$ cat src/rtl/cram_async_ctrl_pkg.sv
// cram_async_ctrl_pkg
//   Shared types for the asynchronous-mode cellular RAM controller:
//   FSM state encoding, latched request record, registered bus image,
//   and small elaboration-time helpers for sizing the cycle counter.
package cram_async_ctrl_pkg;

  typedef enum logic [2:0] {
    ST_IDLE    = 3'd0,
    ST_ADDR    = 3'd1,
    ST_READ    = 3'd2,
    ST_WRITE   = 3'd3,
    ST_RECOVER = 3'd4
  } cram_state_e;

  // Address is stored at the widest supported size (two chips, 23 bits).
  typedef struct packed {
    logic        write;
    logic [22:0] addr;
    logic [15:0] wdata;
    logic [1:0]  be;
  } cram_req_t;

  // Everything the controller drives onto the bus, registered as one unit.
  typedef struct packed {
    logic        ce0_n;
    logic        ce1_n;
    logic        adv_n;
    logic        oe_n;
    logic        we_n;
    logic        ub_n;
    logic        lb_n;
    logic [5:0]  a;
    logic [15:0] data_in;
  } cram_bus_t;

  localparam cram_bus_t BUS_RESET = '{
    ce0_n: 1'b1, ce1_n: 1'b1, adv_n: 1'b1, oe_n: 1'b1, we_n: 1'b1,
    ub_n: 1'b1, lb_n: 1'b1, a: 6'd0, data_in: 16'd0
  };

  function automatic int max4(int p, int q, int r, int s);
    int m;
    m = p;
    if (q > m) m = q;
    if (r > m) m = r;
    if (s > m) m = s;
    return m;
  endfunction

  // Bits needed to hold values 0 .. m-1, never less than one.
  function automatic int cnt_width(int m);
    return (m <= 2) ? 1 : $clog2(m);
  endfunction

endpackage

$ cat src/rtl/cram_async_ctrl_if.sv
// cram_if
//   Pin-level bundle between the controller and cram_connect / the device.
//   master : controller side (drives strobes, address and data_in,
//            samples data_out).
//   slave  : device / tristate side.
//   data_in is what goes onto dq while oe_n=1; data_out is what dq carries
//   back; in_en tells the tristate owner to turn dq around for a read.
interface cram_if;
  logic        clk;
  logic [21:16] a;
  logic [15:0] data_in;
  logic [15:0] data_out;
  logic        in_en;
  logic        adv_n;
  logic        ce0_n;
  logic        ce1_n;
  logic        cre;
  logic        oe_n;
  logic        we_n;
  logic        ub_n;
  logic        lb_n;
  logic        _wait;

  modport master (
    output clk, a, data_in, in_en, adv_n, ce0_n, ce1_n, cre, oe_n, we_n,
           ub_n, lb_n,
    input  data_out, _wait
  );

  modport slave (
    input  clk, a, data_in, in_en, adv_n, ce0_n, ce1_n, cre, oe_n, we_n,
           ub_n, lb_n,
    output data_out, _wait
  );
endinterface

$ cat src/rtl/cram_async_ctrl.sv
// cram_async_ctrl
//   Turns a single-word request stream into timed asynchronous-mode
//   ADV/CE/OE/WE/UB/LB sequences on a cram_if, returning read data with a
//   one-cycle rsp_valid pulse.
// Ports:
//   clk, reset        : clock, asynchronous active-high reset
//   req_valid/ready   : request handshake
//   req_write/addr/wdata/be : request payload, sampled only on accept
//   rsp_valid/rdata   : read response (rdata held until next read)
//   busy              : state != IDLE
//   dbg_state         : current FSM state
//   cram              : bus to cram_connect / device (master side)
//
// Handshake: a request transfers on a rising edge where req_valid and
// req_ready are both high. req_ready is a function of registered state
// only (IDLE, or the last RECOVER cycle), never of req_valid.
module cram_async_ctrl
  import cram_async_ctrl_pkg::*;
#(
  parameter int NUM_CHIPS  = 1,
  parameter int ADDR_WIDTH = 22 + ((NUM_CHIPS == 2) ? 1 : 0),
  parameter int T_ADV      = 2,
  parameter int T_RD       = 6,
  parameter int T_WR       = 6,
  parameter int T_REC      = 2
) (
  input  logic                  clk,
  input  logic                  reset,
  input  logic                  req_valid,
  output logic                  req_ready,
  input  logic                  req_write,
  input  logic [ADDR_WIDTH-1:0] req_addr,
  input  logic [15:0]           req_wdata,
  input  logic [1:0]            req_be,
  output logic                  rsp_valid,
  output logic [15:0]           rsp_rdata,
  output logic                  busy,
  output cram_state_e           dbg_state,
  cram_if.master                cram
);

  localparam int CW = cnt_width(max4(T_ADV, T_RD, T_WR, T_REC));
  typedef logic [CW-1:0] cnt_t;

  localparam cnt_t LD_ADV = cnt_t'(T_ADV - 1);
  localparam cnt_t LD_RD  = cnt_t'(T_RD - 1);
  localparam cnt_t LD_WR  = cnt_t'(T_WR - 1);
  localparam cnt_t LD_REC = cnt_t'(T_REC - 1);

  cram_state_e state, state_n;
  cnt_t        cnt, cnt_n;
  cram_req_t   req_q, req_n, req_in;
  cram_bus_t   bus_q, bus_n;
  logic        take, take_access, rd_done;

  // Chip 1 is addressed by bit 22, only when two chips are fitted.
  function automatic logic hi_chip(cram_req_t r);
    return (NUM_CHIPS == 2) && r.addr[22];
  endfunction

  assign req_in = '{write: req_write, addr: 23'(req_addr),
                    wdata: req_wdata, be: req_be};

  assign req_ready   = (state == ST_IDLE) ||
                       ((state == ST_RECOVER) && (cnt == '0));
  assign take        = req_valid && req_ready;
  // A write with no byte lanes enabled is consumed without touching the bus.
  assign take_access = take && !(req_write && (req_be == 2'b00));
  assign rd_done     = (state == ST_READ) && (cnt == '0);

  // Next state, counter and latched request.
  always_comb begin
    state_n = state;
    cnt_n   = (cnt == '0) ? cnt : cnt - cnt_t'(1);
    req_n   = req_q;
    case (state)
      ST_IDLE: begin
        if (take_access) begin
          state_n = ST_ADDR;
          cnt_n   = LD_ADV;
          req_n   = req_in;
        end
      end
      ST_ADDR: begin
        if (cnt == '0) begin
          state_n = req_q.write ? ST_WRITE : ST_READ;
          cnt_n   = req_q.write ? LD_WR : LD_RD;
        end
      end
      ST_READ, ST_WRITE: begin
        if (cnt == '0) begin
          state_n = ST_RECOVER;
          cnt_n   = LD_REC;
        end
      end
      ST_RECOVER: begin
        if (cnt == '0) begin
          // Accepting here keeps back-to-back accesses free of an IDLE bubble.
          if (take_access) begin
            state_n = ST_ADDR;
            cnt_n   = LD_ADV;
            req_n   = req_in;
          end else begin
            state_n = ST_IDLE;
          end
        end
      end
      default: state_n = ST_IDLE;
    endcase
  end

  // Bus image for the state being entered; registered so pins never glitch.
  always_comb begin
    bus_n       = bus_q;
    bus_n.ce0_n = 1'b1;
    bus_n.ce1_n = 1'b1;
    bus_n.adv_n = 1'b1;
    bus_n.oe_n  = 1'b1;
    bus_n.we_n  = 1'b1;
    bus_n.ub_n  = 1'b1;
    bus_n.lb_n  = 1'b1;
    case (state_n)
      ST_ADDR: begin
        bus_n.ce0_n   = hi_chip(req_n);
        bus_n.ce1_n   = ~hi_chip(req_n);
        bus_n.adv_n   = 1'b0;
        bus_n.a       = req_n.addr[21:16];
        bus_n.data_in = req_n.addr[15:0];
      end
      ST_READ: begin
        bus_n.ce0_n = hi_chip(req_n);
        bus_n.ce1_n = ~hi_chip(req_n);
        bus_n.oe_n  = 1'b0;
        bus_n.ub_n  = 1'b0;
        bus_n.lb_n  = 1'b0;
      end
      ST_WRITE: begin
        bus_n.ce0_n   = hi_chip(req_n);
        bus_n.ce1_n   = ~hi_chip(req_n);
        bus_n.we_n    = 1'b0;
        bus_n.ub_n    = ~req_n.be[1];
        bus_n.lb_n    = ~req_n.be[0];
        bus_n.data_in = req_n.wdata;
      end
      default: ;
    endcase
  end

  always_ff @(posedge clk or posedge reset) begin
    if (reset) begin
      state     <= ST_IDLE;
      cnt       <= '0;
      req_q     <= '0;
      bus_q     <= BUS_RESET;
      rsp_valid <= 1'b0;
      rsp_rdata <= '0;
    end else begin
      state     <= state_n;
      cnt       <= cnt_n;
      req_q     <= req_n;
      bus_q     <= bus_n;
      rsp_valid <= rd_done;
      if (rd_done) rsp_rdata <= cram.data_out;
    end
  end

  assign busy      = (state != ST_IDLE);
  assign dbg_state = state;

  assign cram.clk     = 1'b0;
  assign cram.cre     = 1'b0;
  assign cram.ce0_n   = bus_q.ce0_n;
  assign cram.ce1_n   = bus_q.ce1_n;
  assign cram.adv_n   = bus_q.adv_n;
  assign cram.oe_n    = bus_q.oe_n;
  assign cram.we_n    = bus_q.we_n;
  assign cram.ub_n    = bus_q.ub_n;
  assign cram.lb_n    = bus_q.lb_n;
  assign cram.a       = bus_q.a;
  assign cram.data_in = bus_q.data_in;
  assign cram.in_en   = ~bus_q.oe_n;

endmodule

$ cat src/flat_wrapper.sv
// flat-port wrapper written by rule: the top's interface ports become plain ports
module cram_async_ctrl_flat import cram_async_ctrl_pkg::*;
#(
  parameter int NUM_CHIPS  = 1,
  parameter int ADDR_WIDTH = 22 + ((NUM_CHIPS == 2) ? 1 : 0),
  parameter int T_ADV      = 2,
  parameter int T_RD       = 6,
  parameter int T_WR       = 6,
  parameter int T_REC      = 2
)
  (clk, reset, req_valid, req_ready, req_write, req_addr, req_wdata, req_be, rsp_valid, rsp_rdata, busy, dbg_state, cram_clk, cram_a, cram_data_in, cram_in_en, cram_adv_n, cram_ce0_n, cram_ce1_n, cram_cre, cram_oe_n, cram_we_n, cram_ub_n, cram_lb_n, cram_data_out, cram__wait);
  cram_if cram_i ();
  input  logic clk;
  input  logic reset;
  input  logic req_valid;
  output logic req_ready;
  input  logic req_write;
  input  logic [ADDR_WIDTH-1:0] req_addr;
  input  logic [15:0] req_wdata;
  input  logic [1:0] req_be;
  output logic rsp_valid;
  output logic [15:0] rsp_rdata;
  output logic busy;
  output cram_state_e dbg_state;
  output wire logic [$bits(cram_i.clk)-1:0] cram_clk;
  output wire logic [$bits(cram_i.a)-1:0] cram_a;
  output wire logic [$bits(cram_i.data_in)-1:0] cram_data_in;
  output wire logic [$bits(cram_i.in_en)-1:0] cram_in_en;
  output wire logic [$bits(cram_i.adv_n)-1:0] cram_adv_n;
  output wire logic [$bits(cram_i.ce0_n)-1:0] cram_ce0_n;
  output wire logic [$bits(cram_i.ce1_n)-1:0] cram_ce1_n;
  output wire logic [$bits(cram_i.cre)-1:0] cram_cre;
  output wire logic [$bits(cram_i.oe_n)-1:0] cram_oe_n;
  output wire logic [$bits(cram_i.we_n)-1:0] cram_we_n;
  output wire logic [$bits(cram_i.ub_n)-1:0] cram_ub_n;
  output wire logic [$bits(cram_i.lb_n)-1:0] cram_lb_n;
  input wire logic [$bits(cram_i.data_out)-1:0] cram_data_out;
  input wire logic [$bits(cram_i._wait)-1:0] cram__wait;
  assign cram_clk = cram_i.clk;
  assign cram_a = cram_i.a;
  assign cram_data_in = cram_i.data_in;
  assign cram_in_en = cram_i.in_en;
  assign cram_adv_n = cram_i.adv_n;
  assign cram_ce0_n = cram_i.ce0_n;
  assign cram_ce1_n = cram_i.ce1_n;
  assign cram_cre = cram_i.cre;
  assign cram_oe_n = cram_i.oe_n;
  assign cram_we_n = cram_i.we_n;
  assign cram_ub_n = cram_i.ub_n;
  assign cram_lb_n = cram_i.lb_n;
  assign cram_i.data_out = cram_data_out;
  assign cram_i._wait = cram__wait;
  cram_async_ctrl #(.NUM_CHIPS(NUM_CHIPS), .ADDR_WIDTH(ADDR_WIDTH), .T_ADV(T_ADV), .T_RD(T_RD), .T_WR(T_WR), .T_REC(T_REC)) u_core (.clk(clk), .reset(reset), .req_valid(req_valid), .req_ready(req_ready), .req_write(req_write), .req_addr(req_addr), .req_wdata(req_wdata), .req_be(req_be), .rsp_valid(rsp_valid), .rsp_rdata(rsp_rdata), .busy(busy), .dbg_state(dbg_state), .cram(cram_i));
endmodule
$ cat config.mk
export PLATFORM = sky130hd
export DESIGN_NAME = cram_async_ctrl_flat
export DESIGN_NICKNAME = d
export VERILOG_FILES = /design/src/rtl/cram_async_ctrl_pkg.sv /design/src/rtl/cram_async_ctrl_if.sv /design/src/rtl/cram_async_ctrl.sv /design/src/flat_wrapper.sv
export SDC_FILE = /design/constraint.sdc
export NUM_CORES = 1
export LEC_CHECK = 0
export CAP_MARGIN = 10
export CORE_MARGIN = 1.5
export CORE_UTILIZATION = 49
export CTS_BUF_LIST = sky130_fd_sc_hd__clkbuf_8
export DETAILED_ROUTE_END_ITERATION = 12
export GPL_TIMING_DRIVEN = 0
export HOLD_SLACK_MARGIN = 0.02
export PLACE_DENSITY = 0.86
export SYNTH_ARGS = -nofsm -noshare
export SYNTH_HDL_FRONTEND = slang
export SYNTH_SLANG_ARGS = --single-unit
$ cat constraint.sdc
create_clock -name clk -period 3.3 [get_ports clk]
set_clock_uncertainty 0.1 [all_clocks]
set_input_delay 0.33 -clock clk [delete_from_list [all_inputs] [get_ports clk]]
set_output_delay 0.33 -clock clk [all_outputs]
set_load 0.005 [all_outputs]
# After elaboration in Yosys (flattened, before gate mapping)
# Cells that the tools add are included.
# Widths: inputs -> output; s select.
# word_totals
ff_bits	94
input_bits	61
output_inout_bits	54
word_cells	68
# classes
add_sub_neg	1
n_eq_ne	8
muxes	22
bitwise	3
n_reduce_logical	16
# ops
op	n
$mux 42	2
$pmux 42 s2	1
$pmux 16 s2	1
$mux 3	9
$pmux 3 s4	2
$eq 3x2->1 const B	4
$eq 3x1->1 const B	2
$logic_not 3->1	2
$logic_and 1x1->1	5
$mux 1	5
$pmux 2 s2	1
$reduce_bool 2->1	2
$eq 3x3->1 const B	1
$not 1->1	3
$reduce_bool 3->1	1
$reduce_or 3->1	1
$sub 3x1->3 const B	1
$logic_not 2->1	1
$mux 2	1
$ne 2x2->1 const B	1
$reduce_and 2->1	1
$reduce_or 2->1	1
$logic_not 1->1	1
$logic_or 1x1->1	1

# Depth between registers and ports, before layout
# Gate-level depths: netlist of the first run.
# depth
ltp_word	11
mapped_depth	12
depth_no_buf	8

# Worst setup path before layout of the first run
# OpenSTA, ideal clock, no wires.
# synth_path
path_kind	reg2reg
start	register u_core.cnt[0]
end	register u_core.bus_q, in the netlist u_core.cram.a[21]
setup_ns	0.128
t_arrival_ns	2.031
t_required_ns	3.072
setup_slack_ns	1.042
stages_incl_launch_ff	10
path_buffers	2
synth_period_minus_slack_ns	2.258
path_cell_list	dfrtp_1 > inv_1 > ha_1 > nor2b_1 > buf_2 > inv_2 > a211oi_1 > buf_4 > mux2_2 > mux2_1
# synth_lines
element	line_no	text
start: declaration	cram_async_ctrl.sv:51	cnt_t cnt, cnt_n;
start signal: assignment	cram_async_ctrl.sv:159	cnt <= cnt_n;
end signal: assignment	cram_async_ctrl.sv:161	bus_q <= bus_n;
end: declaration	cram_async_ctrl.sv:53	cram_bus_t bus_q, bus_n;

# Worst setup path after layout of the first run
# layout_path
start	register u_core.cnt[0]
end	output req_ready
# layout_via
elab_chain_cells	3
# layout_lines
element	line_no	text
$logic_not 3->1	cram_async_ctrl.sv:65	((state == ST_RECOVER) && (cnt == '0));
$logic_and 1x1->1	cram_async_ctrl.sv:65	
$logic_or 1x1->1	cram_async_ctrl.sv:64	assign req_ready = (state == ST_IDLE) ||
end: declaration	flat_wrapper.sv:16	output logic req_ready;
# Every way passes these cells.

==> results.yml, run 1 <==
final_layout:
  final_nets: 520
  final_area_sq_mm: 0.00537
  areaGrowthSynthToFinish_pct: 37.1
  n_antenna_cell: 0
  fillers: 547
  final_cells: 563
  final_core_util_pct: 69.5
  drive_gt1_share_pct: 15.8
timing:
  worst_pin_slew_ns: 0.654
  setup_viol_count_final: 0
  max_freq_mhz: 382
  rsz0062_at_grt: "false"
  setup_slack_ns: 0.684
  final.setup.tns_ns: 0
  period_needed_ns: 2.62
  finalHoldViolations: 0
  slew_headroom_pct: 56.1
  slew_violations: 0
  period_share_pct: 79.3
  timing.hold.ws_ns: 0.211
synthesis:
  ys_warn_count: 0
  synth_area_leaders: "dfrtp_1 (55%), mux2_2 (8.3%), nand2_1 (5.5%)"
  yosys.cell_types.count: 43
  synth-seq-cells: 92
  syn_area_per_cell_sq_um: 11.8
  async_flop_share_pct: 100
  yosys.area.top_type_share_pct: 54.9
  synth_enable_flop_cells: 0
  ys_seq_area_share_pct: 58.9
  netlist.top_cell.by_area: "dfrtp_1"
  ys.flop_type: "dfrtp_1"
  syn_inst: 333
  syn-cell-area_sq_mm: 0.00392
pwr:
  finalPower_mw: 4.83
  ir_drop_uv: 477
  total_leakage_power_nw: 2.40
  power_density_mw_per_mm2: 899
worst_setup_path:
  reg2reg_slack_ns: 0.77
  crit_required_ns: 2.87
  cp-end-kind: "output port"
  crit_type: "flop to output port"
  path_max_fanout: 9
  timing.rr.end: "u_core.rsp_rdata[1]"
  crit_path_start_kind: "flop"
  arrival_ns: 2.19
  ff2ff_path_depth: 8
  timing.rr.start: "u_core.cnt[0]"
floorplan:
  die_h_um: 92.4
  rows: 32
  dieArea_sq_mm: 0.00854
  io_pins: 115
  core-area_sq_mm: 0.00773
  start_util_pct: 50.7
  die_x_um: 92.4
clock_tree:
  htreeDepth: 3
  clockBufferDepth: 2
  cts_tree: "yes"
  cts_made_buffers: 9
  root_buffer: "clkbuf_8"
  clock_latency_ns: 0.36
  holdBufCountCts: 0
  clk_pin_slew_ns: 0.09
  cts_setup_buffers: 0
  cts_resized: 0
  clock_sinks: 92
job:
  drv_cap: 0
place:
  post_dp_cell_area_sq_mm: 0.00518
  placed_cells: 547
  dp_worst_setup_slack_ns: 0.763
  hpwlAfterDp_um: 6720
  routabilityCongestion: 0.779
  io_buffers: 110
detailed_routing:
  routed_via_density: 5.29
  first_pass_iters: 4
  drt_iter0_drc: 147
  wl_per_cell_um: 16.3
  drc: 0
  drtAntennaViolNets: 0
  wirelength_um: 9160
  vias: 2981
grt:
  grt_max_degree: 64
  grt_pass1_vias: 3090
  grt_overflow: 0
  grt_antenna_before_repair: 0
  grt_usage_pct: 23.2
  grt_pass1_wl_um: 15300
hold_path:
  worstHoldPathType: "input pin to async pin"
run_status:
  status: "complete, no violations"
## metal layers
layer / global-route usage [%] / up-vias / share of wire, %
met2: 37.9 / 96 / 51
met4: 10.3 / 0 / 2.3
li1: - / 1380 / -
met5: 0 / - / 0
met1: 30.2 / 1488 / 42
met3: 4.52 / 17 / 4.6
## worst max path at each step
stage,slack [ns],endpoint,cells after the start,startpoint
finish,0.68,req_ready,7,u_core.cnt[0]
global route,0.55,req_ready,7,u_core.cnt[0]
CTS,0.67,req_ready,7,u_core.cnt[0]
detailed placement,0.76,u_core.cram.a[21],6,req_valid
global placement,-0.81,u_core.req_q[11],2,reset
floorplan,0.49,u_core.cnt[0],1,reset
## layout make-up
type	instances	area, sq um	area share, %
Buffer	22	164	3.05
Clock buffer	9	124	2.31
Clock inverter	7	68.8	1.28
Inverter	25	96.3	1.79
Multi-Input combinational cell	195	1360	25.2
Sequential cell	92	2310	43.0
Tap cell	102	128	2.37
Timing Repair Buffer	111	1130	21.0
## cells in the mapped netlist (3+ instances only)
library cell	number
o211ai_1	14
buf_6	5
nand2_1	57
nand3_1	16
mux2_2	29
a211oi_1	3
dfstp_2	6
nor2b_1	3
o221ai_1	3
dfrtp_1	86
clkbuf_1	7
mux2i_1	14
buf_4	7
ha_1	3
nor2_1	5
a21oi_1	5
o21ai_0	3
inv_1	24
a22oi_1	16
## kinds of logic after synthesis
logic type               Yosys count  share of synthesized area (%)
AND/OR/NAND/NOR                   90                           10.0
multiplexers                      44                           12.2
AO/OA/AOI/OAI                     55                           11.1
other                              2                          0.192
flip-flops                        92                           58.9
buffers and inverters             47                           6.58
adder cells (fa/ha/maj)            3                          0.958
## cells in the final DEF, fill, tap and decap left out, types with 2 or more instances in the layout
cell type / synthesis / final
buf_6: 5 / 5
nor3_1: 2 / 2
conb_1: 2 / 3
clkinvlp_4: 0 / 2
o221ai_1: 3 / 3
mux2_2: 29 / 29
buf_4: 7 / 7
clkbuf_1: 7 / 7
nand2_1: 57 / 57
o21ai_0: 3 / 3
clkdlybuf4s50_1: 0 / 110
nand3_1: 16 / 16
a211o_1: 2 / 2
a21oi_1: 5 / 5
mux2i_1: 14 / 14
nor2_1: 5 / 5
dfrtp_1: 86 / 86
clkbuf_8: 0 / 9
dfstp_2: 6 / 6
ha_1: 3 / 3
nor2b_1: 3 / 3
a22oi_1: 16 / 16
a211oi_1: 3 / 3
inv_1: 24 / 25
o211ai_1: 14 / 14
## state kept, by name, indices dropped and copies added, names as in the netlist
| register | cells |
|---|---|
| u_core.cram.adv_n | 1 |
| u_core.rsp_valid | 1 |
| u_core.req_q | 41 |
| u_core.cram.lb_n | 1 |
| u_core.dbg_state | 3 |
| u_core.cram.oe_n | 1 |
| u_core.rsp_rdata | 16 |
| u_core.cram.we_n | 1 |
| u_core.cram.ub_n | 1 |
| u_core.cnt | 3 |
| u_core.cram.a | 6 |
| u_core.cram.ce0_n | 1 |
| u_core.cram.data_in | 16 |
## critical path: stages (launching register included)
cell	delay, ns
dfrtp_1	0.41
inv_1	0.11
ha_1	0.19
nor2b_1	0.12
buf_2	0.20
inv_2	0.12
a21oi_1	0.16
clkdlybuf4s50_1	0.53
## power by group
group          internal [mW]  leakage (nW)  switching [mW]
combinational           1.16          1.17            1.00
clock                  0.349        0.0997           0.392
sequential              1.66          1.13           0.257
Power figures use the tool's default switching activity.
==> run 2: changes to the inputs <==
==> constraint.sdc (replaced) <==
create_clock -name clk -period 2.49 [get_ports clk]
set_clock_uncertainty 0.1 [all_clocks]
set_input_delay 0.249 -clock clk [delete_from_list [all_inputs] [get_ports clk]]
set_output_delay 0.249 -clock clk [all_outputs]
set_load 0.005 [all_outputs]
==> run 2 against run 1 <==
- non-clock buffer count is 7 higher
- sequential share of layout area down 1.3 points
- register-to-register slack lost 0.68 ns
- clock power is 55% higher
- first-iteration DRC count is 24% higher
- global-route usage rose by 0.64 points
- final cell count up 1.2%
- highest routed layer unchanged
==> results.yml, run 2 (synthesized netlist as in run 1, its figures left out) <==
place:
  routabilityCongestion: 0.801
  dp_worst_setup_slack_ns: 0.0291
  io_buffers: 110
  post_dp_cell_area_sq_mm: 0.00520
  placed_cells: 548
  hpwlAfterDp_um: 7010
detailed_routing:
  wl_per_cell_um: 17.3
  drtAntennaViolNets: 0
  wirelength_um: 9850
  routed_via_density: 5.36
  first_pass_iters: 5
  drc: 0
  vias: 3054
  drt_iter0_drc: 182
floorplan:
  core-area_sq_mm: 0.00773
  die_x_um: 92.4
  rows: 32
  dieArea_sq_mm: 0.00854
  io_pins: 115
  die_h_um: 92.4
  start_util_pct: 50.7
grt:
  grt_max_degree: 36
  grt_pass1_wl_um: 15600
  use_met2_pct: 39.4
  met1_usage_pct: 30.5
  grt_overflow: 0
  grt_pass1_vias: 3172
  grtUsageMet3_pct: 5.34
  busiest_layer: "met2"
  grt_usage_pct: 23.9
  grt_antenna_before_repair: 0
clock_tree:
  cts_tree: "yes"
  clk_pin_slew_ns: 0.10
  cts_made_buffers: 9
  clockBufferDepth: 2
  root_buffer: "clkbuf_8"
  clock_latency_ns: 0.37
  holdBufCountCts: 0
  htreeDepth: 3
  clock_sinks: 92
worst_setup_path:
  worst-path-buf-inv: 3
  crit_type: "flop to flop"
  cp_cell_sequence: "inv_1 > ha_2 > nor2b_2 > buf_4 > buf_4 > mux2_2 > a22oi_4 > mux2_2"
  arrival_ns: 2.54
  slowest_stage: "dfrtp_1"
  slowest_delay_ns: 0.41
  crit_required_ns: 2.63
  crit_family: "multiplexers"
  crit_path_start_kind: "flop"
  cp-end-kind: "flop"
  path_max_fanout: 7
timing:
  worst_pin_slew_ns: 0.815
  slew_headroom_pct: 45.6
  setup_slack_ns: 0.0889
  final.setup.tns_ns: 0
  slew_violations: 0
  timing.hold.ws_ns: 0.300
  period_needed_ns: 2.40
  setup_viol_count_final: 0
  period_share_pct: 96.4
  finalHoldViolations: 0
  max_freq_mhz: 416
final_layout:
  layout_commonest_cell: "clkdlybuf4s50_1"
  final_core_util_pct: 71.7
  final_nets: 527
  final_area_sq_mm: 0.00554
  drive_gt1_share_pct: 18.8
  largest_reg_flops: 41
  top_register: "u_core.req_q"
  final_cells: 570
  n_antenna_cell: 0
  layout_common_cells: "clkdlybuf4s50_1 (109), dfrtp_1 (86), nand2_1 (57), mux2_2 (29), inv_1 (23)"
  areaGrowthSynthToFinish_pct: 41.3
pwr:
  total_leakage_power_nw: 2.47
  power_density_mw_per_mm2: 1220
  ir_drop_uv: 640
  finalPower_mw: 6.75
job:
  drv_cap: 0
hold_path:
  worstHoldPathType: "input pin to async pin"
run_status:
  status: "complete, no violations"
## run 2: final timing paths
| kind | endpoint | slack (ns) | start | depth (start not counted) |
|---|---|---|---|---|
| worst max-delay path | u_core.cram.a[19] | 0.09 | u_core.cnt[0] | 8 |
| worst min-delay path | u_core.req_q[23] | 0.30 | reset | 2 |
| worst max register to register | u_core.cram.a[19] | 0.09 | u_core.cnt[0] | 8 |
| worst min register to register | u_core.cram.ub_n | 0.38 | u_core.req_q[1] | 1 |
| max in group asynchronous | u_core.cram.adv_n | 1.31 | reset | 3 |
| min in group clk | u_core.req_q[14] | 0.34 | req_wdata[12] | 3 |
## run 2: area by class of cell
type	instances	area, sq um
Tap cell	102	128
Sequential cell	92	2310
Multi-Input combinational cell	195	1380
Timing Repair Buffer	118	1210
Clock buffer	11	151
Buffer	22	173
Fill cell	541	2190
Inverter	25	100
Clock inverter	5	83.8
## run 2: what timing repair did
| item | CTS | global route |
|---|---|---|
| resized for setup | 4 | 14 |
| cloned | 1 | 0 |
| buffers inserted | 1 | 4 |
| pin swaps | 0 | 3 |
| setup endpoints to repair | 6 | 73 |
## run 2: report_power, final
| group | total (mW) | switching (mW) | leakage, nW | internal, mW |
|---|---|---|---|---|
| Clock | 1.15 | 0.529 | 0.112 | 0.622 |
| Combinational | 3.03 | 1.41 | 1.23 | 1.62 |
| Sequential | 2.56 | 0.358 | 1.13 | 2.21 |
| Total | 6.75 | 2.30 | 2.47 | 4.45 |
## run 2: layer usage
metal | up-vias | part of all wire [%]
met3 | 24 | 6.1
met4 | 0 | 2.5
met1 | 1513 | 40
met2 | 121 | 52
met5 | - | 0
li1 | 1396 | -
## run 2: worst reg2reg max path, cell delays in order, from the launching register on
cell,delay (ns)
dfrtp_1,0.41
inv_1,0.10
ha_2,0.18
nor2b_2,0.13
buf_4,0.16
buf_4,0.13
mux2_2,0.38
a22oi_4,0.33
mux2_2,0.37
